==> config.mk <==
export PLATFORM = sky130hd
export DESIGN_NAME = cp0_ctrl
export DESIGN_NICKNAME = d
export VERILOG_FILES = /design/src/rtl/cp0_pkg.sv /design/src/rtl/cp0_timer.sv /design/src/rtl/cp0_ctrl.sv
export SDC_FILE = /design/constraint.sdc
export NUM_CORES = 1
export LEC_CHECK = 0
export CAP_MARGIN = 10
export CELL_PAD_IN_SITES_DETAIL_PLACEMENT = 0
export CELL_PAD_IN_SITES_GLOBAL_PLACEMENT = 1
export CORE_ASPECT_RATIO = 2
export CORE_MARGIN = 10
export CORE_UTILIZATION = 33
export CTS_CLUSTER_DIAMETER = 40
export DETAILED_ROUTE_END_ITERATION = 10
export GPL_TIMING_DRIVEN = 0
export PLACE_DENSITY = 0.87
export REMOVE_ABC_BUFFERS = 1
export SLEW_MARGIN = 5
export SYNTH_ARGS = -nofsm -noshare
export SYNTH_HDL_FRONTEND = slang
export SYNTH_SLANG_ARGS = --single-unit
==> constraint.sdc <==
create_clock -name clk -period 5.8 [get_ports clk]
set_clock_uncertainty 0.05 [all_clocks]
set_input_delay 1.16 -clock clk [delete_from_list [all_inputs] [get_ports clk]]
set_output_delay 1.16 -clock clk [all_outputs]
set_load 0.05 [all_outputs]
==> src/rtl/cp0_pkg.sv <==
// Shared definitions for coprocessor 0: register numbers, bit positions
// and exception codes used by cp0_ctrl and cp0_timer.
package cp0_pkg;

  // CP0 register numbers as they appear in the rd field of mtc0/mfc0
  localparam logic [4:0] CP0_REG_COUNT   = 5'd9;
  localparam logic [4:0] CP0_REG_COMPARE = 5'd11;
  localparam logic [4:0] CP0_REG_SR      = 5'd12;
  localparam logic [4:0] CP0_REG_CAUSE   = 5'd13;
  localparam logic [4:0] CP0_REG_EPC     = 5'd14;
  localparam logic [4:0] CP0_REG_PRID    = 5'd15;

  // Bit positions inside SR and Cause
  localparam int SR_IE_BIT     = 0;
  localparam int SR_EXL_BIT    = 1;
  localparam int CAUSE_EXC_LSB = 2;
  localparam int CAUSE_EXC_MSB = 6;
  localparam int IRQ_BASE      = 10;
  localparam int CAUSE_TI_BIT  = 30;
  localparam int CAUSE_BD_BIT  = 31;

  // Exception codes reported in Cause.ExcCode
  typedef enum logic [4:0] {
    EXC_INT  = 5'd0,
    EXC_ADEL = 5'd4,
    EXC_ADES = 5'd5,
    EXC_RI   = 5'd10,
    EXC_OV   = 5'd12
  } exc_code_e;

endpackage

==> src/rtl/cp0_timer.sv <==
// Count/Compare timer for CP0. Only instantiated when CP0_TIMER_EN is defined.
// Count free-runs and wraps; Count==Compare latches a pending flag that only
// a Compare write clears.
module cp0_timer
  import cp0_pkg::*;
(
  input  logic        clk,
  input  logic        reset,
  input  logic        count_we_i,
  input  logic        compare_we_i,
  input  logic [31:0] wdata_i,
  output logic [31:0] count_o,
  output logic [31:0] compare_o,
  output logic        flag_o
);

  logic [31:0] count_q, count_d;
  logic [31:0] compare_q, compare_d;
  logic        flag_q, flag_d;

  // Next-state: software writes beat the increment, and a Compare write beats a new match
  always_comb begin
    count_d   = count_q + 32'd1;
    compare_d = compare_q;
    flag_d    = flag_q | (count_q == compare_q);
    if (count_we_i) begin
      count_d = wdata_i;
    end
    if (compare_we_i) begin
      compare_d = wdata_i;
      flag_d    = 1'b0;
    end
  end

  // Timer state registers with synchronous reset
  always_ff @(posedge clk) begin
    if (reset) begin
      count_q   <= '0;
      compare_q <= '0;
      flag_q    <= 1'b0;
    end else begin
      count_q   <= count_d;
      compare_q <= compare_d;
      flag_q    <= flag_d;
    end
  end

  assign count_o   = count_q;
  assign compare_o = compare_q;
  assign flag_o    = flag_q;

endmodule

==> src/rtl/cp0_ctrl.sv <==
// Coprocessor 0 beside the M stage: SR/Cause/EPC/PRId, interrupt vs exception
// arbitration, flush request, EPC bypass for eret and mfc0 read mux.
// Optional Count/Compare timer is compiled in with the CP0_TIMER_EN macro.
module cp0_ctrl
  import cp0_pkg::*;
#(
  parameter int unsigned NUM_HWINT  = 6,
  parameter logic [31:0] PRID_VAL   = 32'h0000_0000,
  parameter int unsigned TIMER_LINE = 5
) (
  input  logic                 clk,
  input  logic                 reset,
  input  logic                 bd_in,
  input  logic [4:0]           exc_code_in,
  input  logic [NUM_HWINT-1:0] hw_int,
  input  logic [31:0]          pc_m,
  input  logic                 we,
  input  logic                 eret,
  input  logic [4:0]           addr,
  input  logic [31:0]          wdata,
  output logic                 req,
  output logic                 exl,
  output logic [31:0]          epc_out,
  output logic [31:0]          rdata
);

  logic [NUM_HWINT-1:0] im_q, im_d;
  logic                 exl_q, exl_d;
  logic                 ie_q, ie_d;
  logic [31:0]          epc_q, epc_d;
  logic [4:0]           exccode_q, exccode_d;
  logic                 bd_q, bd_d;
  logic [NUM_HWINT-1:0] ip_q;

  logic                 timer_flag;
  logic [NUM_HWINT-1:0] timer_vec;
  logic [NUM_HWINT-1:0] irq_vec;
  logic                 int_req;
  logic                 exc_req;
  logic [31:0]          pc_adj;
  logic [31:0]          epc_next;
  logic                 wr_en;
  logic [31:0]          sr_val;
  logic [31:0]          cause_val;

  // Software writes only land when no exception is taken and no eret is in M
  assign wr_en = we & ~req & ~eret;

`ifdef CP0_TIMER_EN
  logic [31:0] count_val;
  logic [31:0] compare_val;

  cp0_timer u_timer (
    .clk          (clk),
    .reset        (reset),
    .count_we_i   (wr_en && (addr == CP0_REG_COUNT)),
    .compare_we_i (wr_en && (addr == CP0_REG_COMPARE)),
    .wdata_i      (wdata),
    .count_o      (count_val),
    .compare_o    (compare_val),
    .flag_o       (timer_flag)
  );
`else
  assign timer_flag = 1'b0;
`endif

  assign timer_vec = NUM_HWINT'(timer_flag) << TIMER_LINE;
  assign irq_vec   = hw_int | timer_vec;

  assign int_req = (|(irq_vec & im_q)) & ~exl_q & ie_q;
  assign exc_req = (exc_code_in != 5'd0) & ~exl_q;
  assign req     = int_req | exc_req;

  assign pc_adj   = bd_in ? (pc_m - 32'd4) : pc_m;
  assign epc_next = {pc_adj[31:2], 2'b00};
  assign epc_out  = req ? epc_next : epc_q;
  assign exl      = exl_q;

  // Register next-state with req > eret > mtc0 precedence
  always_comb begin
    im_d      = im_q;
    exl_d     = exl_q;
    ie_d      = ie_q;
    epc_d     = epc_q;
    exccode_d = exccode_q;
    bd_d      = bd_q;
    if (req) begin
      exccode_d = int_req ? EXC_INT : exc_code_in;
      exl_d     = 1'b1;
      epc_d     = epc_next;
      bd_d      = bd_in;
    end else if (eret) begin
      exl_d = 1'b0;
    end else if (we) begin
      case (addr)
        CP0_REG_SR: begin
          im_d  = wdata[IRQ_BASE +: NUM_HWINT];
          exl_d = wdata[SR_EXL_BIT];
          ie_d  = wdata[SR_IE_BIT];
        end
        CP0_REG_EPC: epc_d = wdata;
        default: ;
      endcase
    end
  end

  // CP0 state registers; Cause.IP tracks the request lines every cycle
  always_ff @(posedge clk) begin
    if (reset) begin
      im_q      <= '0;
      exl_q     <= 1'b0;
      ie_q      <= 1'b0;
      epc_q     <= '0;
      exccode_q <= '0;
      bd_q      <= 1'b0;
      ip_q      <= '0;
    end else begin
      im_q      <= im_d;
      exl_q     <= exl_d;
      ie_q      <= ie_d;
      epc_q     <= epc_d;
      exccode_q <= exccode_d;
      bd_q      <= bd_d;
      ip_q      <= irq_vec;
    end
  end

  // Assemble the architectural SR and Cause words; unimplemented bits read 0
  always_comb begin
    sr_val                          = '0;
    sr_val[IRQ_BASE +: NUM_HWINT]   = im_q;
    sr_val[SR_EXL_BIT]              = exl_q;
    sr_val[SR_IE_BIT]               = ie_q;
    cause_val                       = '0;
    cause_val[CAUSE_BD_BIT]         = bd_q;
    cause_val[CAUSE_TI_BIT]         = timer_flag;
    cause_val[IRQ_BASE +: NUM_HWINT] = ip_q;
    cause_val[CAUSE_EXC_MSB:CAUSE_EXC_LSB] = exccode_q;
  end

  // mfc0 read mux; EPC reads the stored register, not the bypass
  always_comb begin
    rdata = '0;
    case (addr)
      CP0_REG_SR:      rdata = sr_val;
      CP0_REG_CAUSE:   rdata = cause_val;
      CP0_REG_EPC:     rdata = epc_q;
      CP0_REG_PRID:    rdata = PRID_VAL;
`ifdef CP0_TIMER_EN
      CP0_REG_COUNT:   rdata = count_val;
      CP0_REG_COMPARE: rdata = compare_val;
`endif
      default:         rdata = '0;
    endcase
  end

endmodule

==> flow_metrics.py, run 1 <==
metrics = {
    "power": {
        "p_total_mw": 1.18,
        "ir_drop_v": 0.000153,
        "p_per_area_nw_per_um2": 209,
        "power.leakage_nw": 2.04,
    },
    "logic_synthesis": {
        "syn_area_per_cell_um2": 7.63,
        "synth_cells": 496,
        "synth-compound-area-share_pct": 27.9,
        "synth_seq_cells": 52,
        "synth_top_family_by_area": "simple AND/OR/NAND/NOR gates",
        "synth_cell_type_count": 54,
        "ys_seq_area_share_pct": 27.5,
        "synthSimpleGateAreaFrac_pct": 29.4,
        "synthMuxAreaShare_pct": 4.00,
        "yosysWarnings": 0,
        "netlist_area_um2": 3780,
        "yosysTopAreaCellShare_pct": 27.5,
        "synthAdderAreaFrac_pct": 0.331,
        "synth_area_leaders": "dfxtp_1 (28%), nor3_1 (7.9%), a311oi_1 (5.6%)",
        "async_flop_share_pct": 0,
        "yosysMostFrequentCell": "nor3_1",
        "synth_xor_area_share_pct": 2.32,
        "synth_edf_count": 0,
        "netlist.top_cell.by_area": "dfxtp_1",
        "ys_top_cells_by_count": "nor3_1 (60), dfxtp_1 (52), clkbuf_1 (38), inv_1 (32), a311oi_1 (24)",
        "synthFlopType": "dfxtp_1",
    },
    "critical_path": {
        "critPathRequiredTime_ns": 4.59,
        "end_kind": "primary output",
        "crit_arrival_ns": 4.36,
        "startpoint_type": "input port",
        "path_class": "input port to primary output",
        "cp_max_fo": 49,
    },
    "drt": {
        "dr.pass1.iters": 5,
        "vias": 4609,
        "drt-wirelength-per-cell_um": 21.9,
        "drt-total-wl_um": 16500,
        "drc": 0,
        "ant_nets": 0,
        "drt_iter0_drc": 283,
        "vias_per_cell": 6.13,
    },
    "final_layout": {
        "fill_cells": 1145,
        "finalNonFillerCells": 752,
        "diodes": 0,
        "drive_gt1_share_pct": 5.90,
        "nets": 696,
        "area_delta_synth_final_pct": 49.2,
    },
    "global_route": {
        "grt_pass1_vias": 4659,
        "grt_usage_pct": 19.6,
        "grt_remaining_overflow": 0,
        "antenna_found_initial": 0,
        "grt_max_degree": 50,
        "grt_pass1_wl_um": 25500,
    },
    "timing": {
        "hold_viol_final": 0,
        "maxSlewHeadroom_pct": 16.6,
        "finalSetupViolations": 0,
        "finalMaxSlewViolations": 0,
        "fmax_ghz": 0.180,
        "fin_crit_sh_pct": 96.0,
        "grt_setup_unrepaired": "no",
        "worst_pin_slew_ns": 1.25,
        "min_period_ns": 5.57,
    },
    "floorplan": {
        "io_pins": 151,
        "die_area_um2": 16400,
        "core-area_um2": 11300,
        "start_util_pct": 33.5,
        "die_h_um": 171,
        "die_w_um": 95.7,
        "row_count": 55,
    },
    "worst_hold_path": {
        "worstHoldPathType": "flip-flop to flip-flop",
    },
    "place": {
        "io_buffers": 148,
        "routabilityCongestion": 0.868,
        "post-dp-hpwl_um": 12200,
        "dp_cells": 743,
    },
    "clocking": {
        "cts_tree": "built",
        "hold_buffers": 0,
        "numCtsBuffers": 5,
        "clockBufferDepth": 2,
        "postCtsSetupBuffers": 0,
        "h-tree-depth": 2,
        "cts_root_buf": "clkbuf_16",
        "clkSinkCount": 52,
        "insertion_delay_ns": 0.29,
        "path_clk_slew_ns": 0.07,
    },
    "job": {
        "drv_cap": 0,
    },
    "outcome": {
        "status": "finished, final reports clean",
    },
}
-- metal layers --
metal  track usage [%]  wire length, um  vias to the layer above
met5                 0                0                        -
met4              9.93              721                        0
met3              4.10             1170                       39
met2              35.4             8890                      215
met1              20.4             5720                     2217
li1                  -                -                     2138
-- cell type report --
type / instances / area [um^2] / share of cell area, %
well taps: 142 / 178 / 3.15
flip-flops and latches: 52 / 1040 / 18.5
multi-input cells: 364 / 2480 / 44.0
clock inverters: 2 / 60.1 / 1.06
repair buffers: 155 / 1630 / 28.9
clock buffers: 5 / 125 / 2.22
inverters: 32 / 123 / 2.17
-- kinds of logic after synthesis --
family / after synthesis
buffers and inverters: 81
muxes: 15
DFF: 52
xor gates and xnor gates: 10
AOI/OAI and AO/OA: 142
and+or+nand+nor: 195
adders and majority gates: 1
-- worst paths after layout --
path | start | to | slack (ns) | depth (start not counted)
hold reg to reg | bd_q$_SDFFE_PP0P_ | bd_q$_SDFFE_PP0P_ | 0.43 | 2
hold / removal | bd_q$_SDFFE_PP0P_ | bd_q$_SDFFE_PP0P_ | 0.43 | 2
setup reg to reg | im_q[4]$_SDFFE_PP0P_ | epc_q[20]$_SDFFE_PP0P_ | 3.25 | 7
setup / recovery | exc_code_in[3] | epc_out[19] | 0.23 | 8
-- registers in the layout, summed over array words and instances (netlist names) --
register,cells
bd_q,1
epc_q,32
exccode_q,5
exl,1
ie_q,1
im_q,6
ip_q,6
-- where the power goes --
| part | switching, mW | internal [mW] |
|---|---|---|
| Clock | 0.139 | 0.245 |
| Combinational | 0.244 | 0.152 |
| Sequential | 0.0180 | 0.383 |
-- metrics by stage --
stage | cell area (um^2) | setup TNS, ns | util, % | setup slack, ns | hold slack, ns
floorplan | 3580 | -104.85 | - | -2.95 | 0.387
CTS | 5580 | 0 | 49.5 | 0.0130 | 0.422
global route | 5640 | 0 | 50.0 | 0.0437 | 0.446
global placement | 5240 | -433.00 | 46.4 | -7.10 | 0.401
detailed placement | 5370 | -25.77 | 47.6 | -0.775 | 0.414
finish | 5640 | 0 | 50.0 | 0.230 | 0.429
-- critical path: stages --
cell and delay, ns:
clkdlybuf4s50_1 0.41, or4_1 0.56, o21a_2 0.44, buf_12 0.27, nor2_4 0.33, inv_4 0.29
a31oi_1 0.28, dlygate4sd2_1 0.57
-- layout by cell type, fill, tap and decap left out, drive strengths merged, types with 5 or more instances in the layout --
cell	instances
clkdlybuf4s50	123
nor3	60
dfxtp	52
inv	32
a311oi	24
nor2	24
nand2	22
a2111oi	22
a21oi	20
and2	18
o31ai	18
dlymetal6s2s	18
a31oi	17
or4	17
mux2i	14
nand4	11
o21ai	11
xnor2	9
or3	9
a22o	8
buf	7
nor4	6
nor2b	6
a211oi	6
dlygate4sd2	6
or4b	6
clkbuf	5
or2	5
-- what timing repair did --
item                       in CTS  in global routing
cloned                          1                  0
setup endpoints to repair      57                 19
gates resized for setup        11                 19
pin swaps                       1                  0
Power figures use the tool's default switching activity.
==> run 2: changes to the inputs <==
--- a/config.mk
+++ b/config.mk
@@ -16,7 +16,6 @@
 export GPL_TIMING_DRIVEN = 0
 export PLACE_DENSITY = 0.87
 export REMOVE_ABC_BUFFERS = 1
-export SLEW_MARGIN = 5
 export SYNTH_ARGS = -nofsm -noshare
 export SYNTH_HDL_FRONTEND = slang
 export SYNTH_SLANG_ARGS = --single-unit
==> flow_metrics.py, run 2 (synthesis gave the netlist of run 1 again) <==
metrics = {
    "critical_path": {
        "r2r_slack_ns": 3.29,
        "end_kind": "primary output",
        "startpoint_type": "input port",
        "cp_max_fo": 49,
        "path_cells": "clkdlybuf4s50_1, or4_1, o21a_2, buf_12, nor2_4, inv_4, a31oi_1, dlygate4sd2_1",
        "path_class": "input port to primary output",
        "max_stage_delay_ns": 0.57,
        "critPathRequiredTime_ns": 4.59,
        "cp_slowest_cell": "dlygate4sd2_1",
        "crit_arrival_ns": 4.36,
    },
    "clocking": {
        "clkSinkCount": 52,
        "path_clk_slew_ns": 0.07,
        "clockBufferDepth": 2,
        "insertion_delay_ns": 0.29,
        "cts_tree": "built",
        "postCtsSetupBuffers": 0,
        "numCtsBuffers": 5,
        "hold_buffers": 0,
        "cts_root_buf": "clkbuf_16",
        "h-tree-depth": 2,
    },
    "place": {
        "routabilityCongestion": 0.868,
        "io_buffers": 148,
        "dp_cells": 745,
        "post-dp-hpwl_um": 12300,
        "place_ws_ns": -0.796,
        "placed_area_um2": 5390,
    },
    "drt": {
        "drt-wirelength-per-cell_um": 21.4,
        "drt-total-wl_um": 16200,
        "ant_nets": 0,
        "vias": 4543,
        "drt_iter0_drc": 229,
        "vias_per_cell": 6.03,
        "drc": 0,
        "dr.pass1.iters": 5,
    },
    "power": {
        "power.leakage_nw": 2.04,
        "ir_drop_v": 0.000117,
        "p_total_mw": 1.18,
        "p_per_area_nw_per_um2": 209,
    },
    "outcome": {
        "status": "finished, final reports clean",
    },
    "final_layout": {
        "multiInputGateArea_um2": 2460,
        "regMostFlops": "epc_q",
        "utilization_pct": 50.0,
        "finalNonFillerCells": 754,
        "reg_top3": "epc_q (32), im_q (6), ip_q (6)",
        "regArea_um2": 1040,
        "fill_cells": 1106,
        "final_cell_mix": "clkdlybuf4s50_1 (123), nor3_1 (60), dfxtp_1 (52), inv_1 (31), a311oi_1 (23)",
        "largest_reg_flops": 32,
        "final_common_cell": "clkdlybuf4s50_1",
        "design_area_um2": 5640,
        "nets": 697,
        "area_delta_synth_final_pct": 49.2,
        "drive_gt1_share_pct": 6.06,
    },
    "global_route": {
        "grt_pass1_vias": 4774,
        "grt_max_degree": 50,
        "grt_remaining_overflow": 0,
        "grt_usage_pct": 19.3,
        "grt_pass1_wl_um": 25500,
        "antenna_found_initial": 1,
    },
    "timing": {
        "finalMaxSlewViolations": 0,
        "fmax_ghz": 0.179,
        "grt_setup_unrepaired": "no",
        "min_period_ns": 5.57,
        "fin_crit_sh_pct": 96.1,
        "finalSetupViolations": 0,
        "hold_slack_ns": 0.425,
        "hold_viol_final": 0,
        "layout_setup_ws_ns": 0.226,
        "worst_pin_slew_ns": 1.20,
        "maxSlewHeadroom_pct": 19.9,
        "tns_ns": 0,
    },
    "floorplan": {
        "die_h_um": 171,
        "start_util_pct": 33.5,
        "io_pins": 151,
        "die_area_um2": 16400,
        "core-area_um2": 11300,
        "row_count": 55,
        "die_w_um": 95.7,
    },
    "worst_hold_path": {
        "worstHoldPathType": "flip-flop to flip-flop",
    },
    "job": {
        "drv_cap": 0,
    },
}
[run 2: final timing paths]
path | start | cells after the start | to
hold / removal | bd_q$_SDFFE_PP0P_ | 2 | bd_q$_SDFFE_PP0P_
setup / recovery | exc_code_in[3] | 8 | epc_out[19]
setup reg to reg | im_q[4]$_SDFFE_PP0P_ | 7 | epc_q[18]$_SDFFE_PP0P_
hold reg to reg | bd_q$_SDFFE_PP0P_ | 2 | bd_q$_SDFFE_PP0P_
[run 2: critical path: cells and delay by family]
family | cells | cell delay, ns
AND/OR/NAND/NOR | 2 | 0.88
AO/OA/AOI/OAI | 2 | 0.73
buffers and inverters | 4 | 1.54
[run 2: final cells by class]
| type | instances | share of cell area (%) |
|---|---|---|
| Tap cell | 142 | 3.15 |
| Multi-Input combinational cell | 363 | 43.6 |
| Antenna cell | 1 | 0.0444 |
| Inverter | 32 | 2.17 |
| Clock inverter | 2 | 1.06 |
| Clock buffer | 5 | 2.22 |
| Sequential cell | 52 | 18.5 |
| Timing Repair Buffer | 157 | 29.3 |
[run 2: what timing repair did]
item / 4_1_cts / 5_1_grt
gates resized for setup: 12 / 18
endpoints found under the hold margin: 0 / 0
endpoints found under the setup margin: 57 / 18
pin swaps: 0 / 1
[run 2: per-layer routing]
metal | global-route usage (%) | wire (um) | vias to the layer above
li1 | - | - | 2144
met4 | 8.70 | 557 | 0
met3 | 3.19 | 946 | 31
met1 | 20.3 | 5740 | 2198
met5 | 0 | 0 | -
met2 | 35.6 | 8910 | 170
[run 2: report_power, final]
part	total (mW)	internal, mW	switching [mW]
clock network	0.384	0.245	0.139
logic	0.394	0.152	0.242
registers	0.401	0.383	0.0178
